<file path="src/rtl/serial_addsub_unit.sv">
// Digit-serial add/subtract engine: resolves DIGIT bits per clock through a
// rippled full-adder chain, with the carry registered between digits.
module serial_addsub_unit #(
  parameter int unsigned WIDTH = 8,
  parameter int unsigned DIGIT = 1
) (
  input  logic             clk,
  input  logic             rst,
  input  logic             start,
  input  logic [WIDTH-1:0] a,
  input  logic [WIDTH-1:0] b,
  input  logic             cin,
  input  logic             sub,
  output logic             busy,
  output logic             done,
  output logic [WIDTH-1:0] s,
  output logic             cout,
  output logic             ovf
);

  localparam int unsigned N  = WIDTH / DIGIT;
  localparam int unsigned CW = (N > 1) ? $clog2(N) : 1;

  typedef enum logic [1:0] {
    IDLE = 2'd0,
    RUN  = 2'd1,
    DONE = 2'd2
  } state_t;

  state_t           r_state;
  state_t           w_state_nxt;
  logic             w_accept;
  logic             w_last;

  logic [WIDTH-1:0] r_a;
  logic [WIDTH-1:0] r_b;
  logic [WIDTH-1:0] r_res;
  logic             r_carry;
  logic [CW-1:0]    r_cnt;

  logic [DIGIT:0]   w_c;
  logic [DIGIT-1:0] w_sum;
  logic [WIDTH-1:0] w_res_nxt;

  logic             r_busy;
  logic             r_done;
  logic [WIDTH-1:0] r_s;
  logic             r_cout;
  logic             r_ovf;

  assign w_accept = start && (r_state != RUN);
  assign w_last   = (r_cnt == CW'(N - 1));

  // Ripple chain over the DIGIT least-significant bits of the shifting operands
  always_comb begin
    w_c    = '0;
    w_sum  = '0;
    w_c[0] = r_carry;
    for (int i = 0; i < DIGIT; i++) begin
      w_sum[i]   = r_a[i] ^ r_b[i] ^ w_c[i];
      w_c[i + 1] = (r_a[i] & r_b[i]) | (r_b[i] & w_c[i]) | (r_a[i] & w_c[i]);
    end
  end

  // New sum digit enters at the MSB end; after N digits the word is aligned
  assign w_res_nxt = WIDTH'({w_sum, r_res} >> DIGIT);

  always_ff @(posedge clk or posedge rst) begin
    if (rst) begin
      r_state <= IDLE;
    end else begin
      r_state <= w_state_nxt;
    end
  end

  always_comb begin
    w_state_nxt = r_state;
    case (r_state)
      IDLE:    if (start) w_state_nxt = RUN;
      RUN:     if (w_last) w_state_nxt = DONE;
      DONE:    w_state_nxt = start ? RUN : IDLE;
      default: w_state_nxt = IDLE;
    endcase
  end

  always_ff @(posedge clk or posedge rst) begin
    if (rst) begin
      r_a     <= '0;
      r_b     <= '0;
      r_res   <= '0;
      r_carry <= 1'b0;
      r_cnt   <= '0;
      r_s     <= '0;
      r_cout  <= 1'b0;
      r_ovf   <= 1'b0;
    end else if (w_accept) begin
      // Subtract as A + ~B + (1 - cin)
      r_a     <= a;
      r_b     <= sub ? ~b : b;
      r_carry <= cin ^ sub;
      r_cnt   <= '0;
    end else if (r_state == RUN) begin
      r_a     <= r_a >> DIGIT;
      r_b     <= r_b >> DIGIT;
      r_carry <= w_c[DIGIT];
      r_res   <= w_res_nxt;
      r_cnt   <= r_cnt + CW'(1);
      if (w_last) begin
        r_s    <= w_res_nxt;
        r_cout <= w_c[DIGIT];
        r_ovf  <= w_c[DIGIT] ^ w_c[DIGIT-1];
      end
    end
  end

  always_ff @(posedge clk or posedge rst) begin
    if (rst) begin
      r_busy <= 1'b0;
      r_done <= 1'b0;
    end else begin
      r_busy <= (w_state_nxt == RUN);
      r_done <= (w_state_nxt == DONE);
    end
  end

  assign busy = r_busy;
  assign done = r_done;
  assign s    = r_s;
  assign cout = r_cout;
  assign ovf  = r_ovf;

endmodule

</file>
<file path="config.mk">
export PLATFORM = sky130hd
export DESIGN_NAME = serial_addsub_unit
export DESIGN_NICKNAME = d
export VERILOG_FILES = /design/src/rtl/serial_addsub_unit.sv
export SDC_FILE = /design/constraint.sdc
export NUM_CORES = 1
export LEC_CHECK = 0
export ABC_AREA = 1
export BUFFER_PORTS_ARGS = -buffer_cell sky130_fd_sc_hd__buf_4
export CAP_MARGIN = 20
export CORE_AREA = 2 2 90 92
export CTS_BUF_LIST = sky130_fd_sc_hd__clkbuf_4
export DETAILED_ROUTE_END_ITERATION = 10
export DIE_AREA = 0 0 92 94
export HOLD_SLACK_MARGIN = 0.05
export PLACE_DENSITY = 0.45
export SETUP_SLACK_MARGIN = 0.05
export SYNTH_ARGS = -nofsm -noshare
export SYNTH_HDL_FRONTEND = slang
export SYNTH_SLANG_ARGS = --single-unit
</file>
<file path="constraint.sdc">
create_clock -name clk -period 2.4 [get_ports clk]
set_clock_uncertainty 0.1 [all_clocks]
set_input_delay 0.48 -clock clk [delete_from_list [all_inputs] [get_ports clk]]
set_output_delay 0.48 -clock clk [all_outputs]
set_load 0.005 [all_outputs]
</file>
# After elaboration in Yosys (flattened, before gate mapping)
# Cells that the tools add are included.
[classes]
magnitude_cmp = 0
n_shift = 0
n_reduce_logical = 5
multipliers = 0
n_mux = 13
bitwise = 11
n_div = 0
n_eq_ne = 6
addsub = 1
[op_table]
columns = ["cell", "count"]
rows = [
  ["$mux 8", 5],
  ["$not 8->8", 1],
  ["$mux 3", 2],
  ["$pmux 2 s3", 1],
  ["$eq 2x1->1 const B", 2],
  ["$eq 2x2->1 const B", 2],
  ["$mux 2", 2],
  ["$xor 1x1->1", 4],
  ["$add 3x1->3 const B", 1],
  ["$and 1x1->1", 3],
  ["$eq 3x3->1 const B", 1],
  ["$mux 1", 3],
  ["$reduce_and 3->1", 1],
  ["$logic_not 2->1", 1],
  ["$ne 2x1->1 const B", 1],
  ["$or 1x1->1", 2],
  ["$reduce_and 2->1", 1],
  ["$reduce_bool 2->1", 1],
  ["$logic_and 1x1->1", 1],
  ["$not 1->1", 1],
]
[totals]
n_memories = 0
ram_bits = 0
ff_bits = 42
latchBits = 0
output_inout_bits = 12
elab_cells = 47
input_bits = 21
romBits = 0

# Depth between registers and ports, before layout
[depth]
ltp_word = 5
mapped_depth = 6
mapped_depth_nobuf = 6

# Least setup slack after synthesis
# OpenSTA, ideal clock, no wires.
[synth_timing]
kind = "reg2reg"
start = "register r_a[0]"
end = "register r_ovf (netlist: ovf)"
stages_incl_launch_ff = 5
t_arrival_ns = 1.105
path_buffers = 0
slack_ns = 1.079
cell_sequence = "dfrtp_1 fa_1 xor2_1 nand2_1 nand2_1"
[synth_via]
elab_chain_len = 4
[synth_rtl]
columns = ["element", "line", "source"]
rows = [
  ["start: declaration", "35", "logic [WIDTH-1:0] r_a;"],
  ["start signal: assignment", "103", "r_a <= r_a >> DIGIT;"],
  ["$and 1x1->1", "61", "w_c[i + 1] = (r_a[i] & r_b[i]) | (r_b[i] & w_c[i]) | (r_a[i] & w_c[i]);"],
  ["$or 1x1->1", "61", ""],
  ["$or 1x1->1 *", "61", ""],
  ["via w_c[1]", "41", "logic [DIGIT:0] w_c;"],
  ["$xor 1x1->1 *", "111", "r_ovf <= w_c[DIGIT] ^ w_c[DIGIT-1];"],
  ["end signal: assignment", "111", ""],
  ["end: declaration", "49", "logic r_ovf;"],
]
# The timed path passes the listed nets; every way through them passes the cells marked *.
# A chain may end at the register's enable or synchronous reset.

# Worst setup path in the final report
[layout_timing]
start = "register r_state[0]"
end = "register r_b[1]"
[layout_via]
elab_chain_len = 3
[layout_rtl]
columns = ["element", "line", "source"]
rows = [
  ["start: declaration", "30", "state_t r_state;"],
  ["start signal: assignment", "72", "r_state <= w_state_nxt;"],
  ["$ne 2x1->1", "51", "assign w_accept = start && (r_state != RUN);"],
  ["$logic_and 1x1->1", "51", ""],
  ["$mux 8 or $reduce_bool 2->1 (tied branches)", "--", ""],
  ["end signal: assignment", "99", "r_b <= sub ? ~b : b;"],
  ["end signal: assignment", "104", "r_b <= r_b >> DIGIT;"],
  ["end: declaration", "36", "logic [WIDTH-1:0] r_b;"],
]
# Parallel ways exist; a longest one is shown, timed or not.

==> flow_metrics.py <==
metrics = {
    "status": {
        "outcome": "complete, no violations",
    },
    "drt": {
        "antenna_left": 0,
        "routed_via_density": 4.08,
        "vias": 1461,
        "routedWlPerCell_um": 10.9,
        "dr.pass1.iters": 4,
        "drc": 0,
        "drt_wl_total_um": 3900,
        "drt-initial-drc-count": 73,
    },
    "floorplan": {
        "io_pins": 33,
        "start_util": 0.245,
        "dieArea_um2": 8650,
        "die_h_um": 94,
        "fp-row-count": 32,
        "die-width_um": 92,
        "core-area_um2": 7610,
    },
    "sta": {
        "worst_pin_slew_ns": 0.905,
        "final.setup.worst_slack_ns": 0.811,
        "hold_violations": 0,
        "hold_slack_ns": 0.155,
        "grt_setup_unrepaired": "no",
        "slew_viol_final": 0,
        "setup_viol": 0,
        "period_needed_ns": 1.59,
        "relSlewSlack": 0.397,
        "min_period_over_period": 0.662,
        "fin_tns_setup_ns": 0,
        "max_clock_freq_mhz": 629,
    },
    "clocking": {
        "cts_root_buf": "clkbuf_4",
        "cts-htree-levels": 2,
        "cts.clk_slew.worst_paths_ns": 0.11,
        "cts_buffers": 5,
        "cts_num_sinks": 41,
        "cts_setup_buffers": 0,
        "tritoncts": "done",
        "cts_resized": 0,
        "cts_buffer_depth": 2,
        "ctsHoldBuffers": 0,
        "clk_latency_ns": 0.34,
    },
    "synthesis": {
        "ys_seq_area_frac": 0.551,
        "synthSimpleGateAreaFrac": 0.281,
        "synth-seq-cells": 41,
        "synthesis.area_um2": 1860,
        "synth_compound_area_frac": 0.0618,
        "synth_fa_ha_area_frac": 0.0242,
        "synthXorXnorAreaFrac": 0.00941,
        "syn_nets": 243,
        "synth_top_family_by_area": "simple AND/OR/NAND/NOR gates",
        "yosysUniqueCellTypes": 18,
        "ys_warn_count": 0,
        "postSynthAreaPerCell_um2": 8.50,
        "synthMuxAreaShare": 0,
        "syn_inst": 219,
    },
    "global_route": {
        "grt_max_degree": 42,
        "antenna_found_initial": 0,
        "grt_pass1_wl_um": 6820,
        "grt_usage": 0.0989,
        "grt_pass1_vias": 1463,
        "overflow": 0,
    },
    "finish": {
        "drive_above_1_share": 0.215,
        "final_core_util": 0.300,
        "fin_area_um2": 2280,
        "num_antenna_cells": 0,
        "syn2layout_area_growth_pct": 22.4,
        "stdcell_count": 358,
        "final_nets": 279,
    },
    "setup_path": {
        "max_stage_delay_ns": 0.74,
        "worstPathMaxFanout": 13,
        "critPathRequiredTime_ns": 2.58,
        "cp-start-kind": "flip-flop",
        "crit_path_end_kind": "flip-flop",
        "arrival_ns": 1.77,
        "crit_slowest_cell": "a21oi_1",
        "worst-r2r-cell-count": 3,
        "crit_chain": "a21oi_1 > nand2_1 > nand3_1",
        "crit_type": "flip-flop to flip-flop",
    },
    "power": {
        "p_leak_nw": 1.22,
        "peakVddDrop_v": 0.000287,
        "power.total_mw": 2.38,
        "cellPowerDensity_nw_per_um2": 1050,
    },
    "placement": {
        "place.port_buffers": 32,
        "placed_area_um2": 2220,
        "gp_congestion": 0.680,
        "dp_hpwl_um": 2680,
        "dp_cells": 350,
        "pre_cts_ws_ns": 0.567,
    },
    "hold_path": {
        "hp-class": "input pin to asynchronous set/reset pin",
    },
    "run": {
        "drv_cap": 0,
    },
}
## critical path: cells and delay by family, from the launching register on
| kind | cells | cell delay, ns |
|---|---|---|
| flops | 1 | 0.44 |
| compound gates | 1 | 0.74 |
| simple gates | 2 | 0.24 |
## state kept, by name, summed over array words and instances, names as in the netlist
name / flops
r_a: 8
r_b: 8
s: 8
r_res: 7
r_cnt: 3
r_state: 2
busy: 1
cout: 1
done: 1
ovf: 1
r_carry: 1
## per-layer routing
layer  share of wire  GRT usage  vias up
li1                -          -      760
met1            0.50      0.136      661
met2            0.44      0.154       35
met3           0.054     0.0281        5
met4           0.011     0.0261        0
met5               0          0        -
## cells by family (layout without fill, tap and decap cells)
| group | count (synthesis) | count (layout) |
|---|---|---|
| AOI/OAI and AO/OA | 18 | 18 |
| xor gates and xnor gates | 2 | 2 |
| adders and majority gates | 3 | 3 |
| buffers and inverters | 31 | 68 |
| DFF | 41 | 41 |
| and+or+nand+nor | 124 | 124 |
## placed cells by master, fill, tap and decap left out
| master | count |
|---|---|
| a21oi_1 | 2 |
| buf_4 | 37 |
| clkbuf_4 | 8 |
| dfrtp_1 | 41 |
| fa_1 | 1 |
| ha_1 | 2 |
| inv_1 | 21 |
| inv_2 | 2 |
| nand2_1 | 87 |
| nand2_4 | 1 |
| nand3_1 | 34 |
| nor2_1 | 1 |
| nor2_4 | 1 |
| o21ai_0 | 8 |
| o21ai_2 | 6 |
| o22ai_1 | 2 |
| xor2_1 | 2 |
## synth_stat cells, drive strengths merged
cell,n,share of area
a21oi,2,0.0054
nand2,88,0.18
inv,23,0.046
dfrtp,41,0.55
nor2,2,0.0081
ha,2,0.013
fa,1,0.011
nand3,34,0.091
buf,8,0.026
xor2,2,0.0094
o22ai,2,0.0067
o21ai,14,0.050
## report_power, final
| group | switching (mW) | internal (mW) | total (mW) |
|---|---|---|---|
| Clock | 0.210 | 0.151 | 0.360 |
| Sequential | 0.157 | 0.968 | 1.13 |
| Combinational | 0.510 | 0.388 | 0.898 |
| Total | 0.877 | 1.51 | 2.38 |
## worst paths after layout
| check | start | end | slack, ns |
|---|---|---|---|
| min reg2reg | r_a[7] | r_a[7] | 0.38 |
| max | r_state[0] | r_b[1] | 0.81 |
| min in group clk | a[7] | r_a[7] | 0.23 |
| max in group asynchronous | rst | ovf | 1.67 |
| min | rst | r_a[3] | 0.16 |
| max reg2reg | r_state[0] | r_b[1] | 0.81 |
## cell type report
type | count | area (um^2)
Clock buffer | 8 | 60.1
Fill cell | 855 | 5330
Inverter | 23 | 86.3
Multi-Input combinational cell | 147 | 701
Sequential cell | 41 | 1030
Tap cell | 102 | 128
Timing Repair Buffer | 37 | 278
Power figures use the tool's default switching activity.
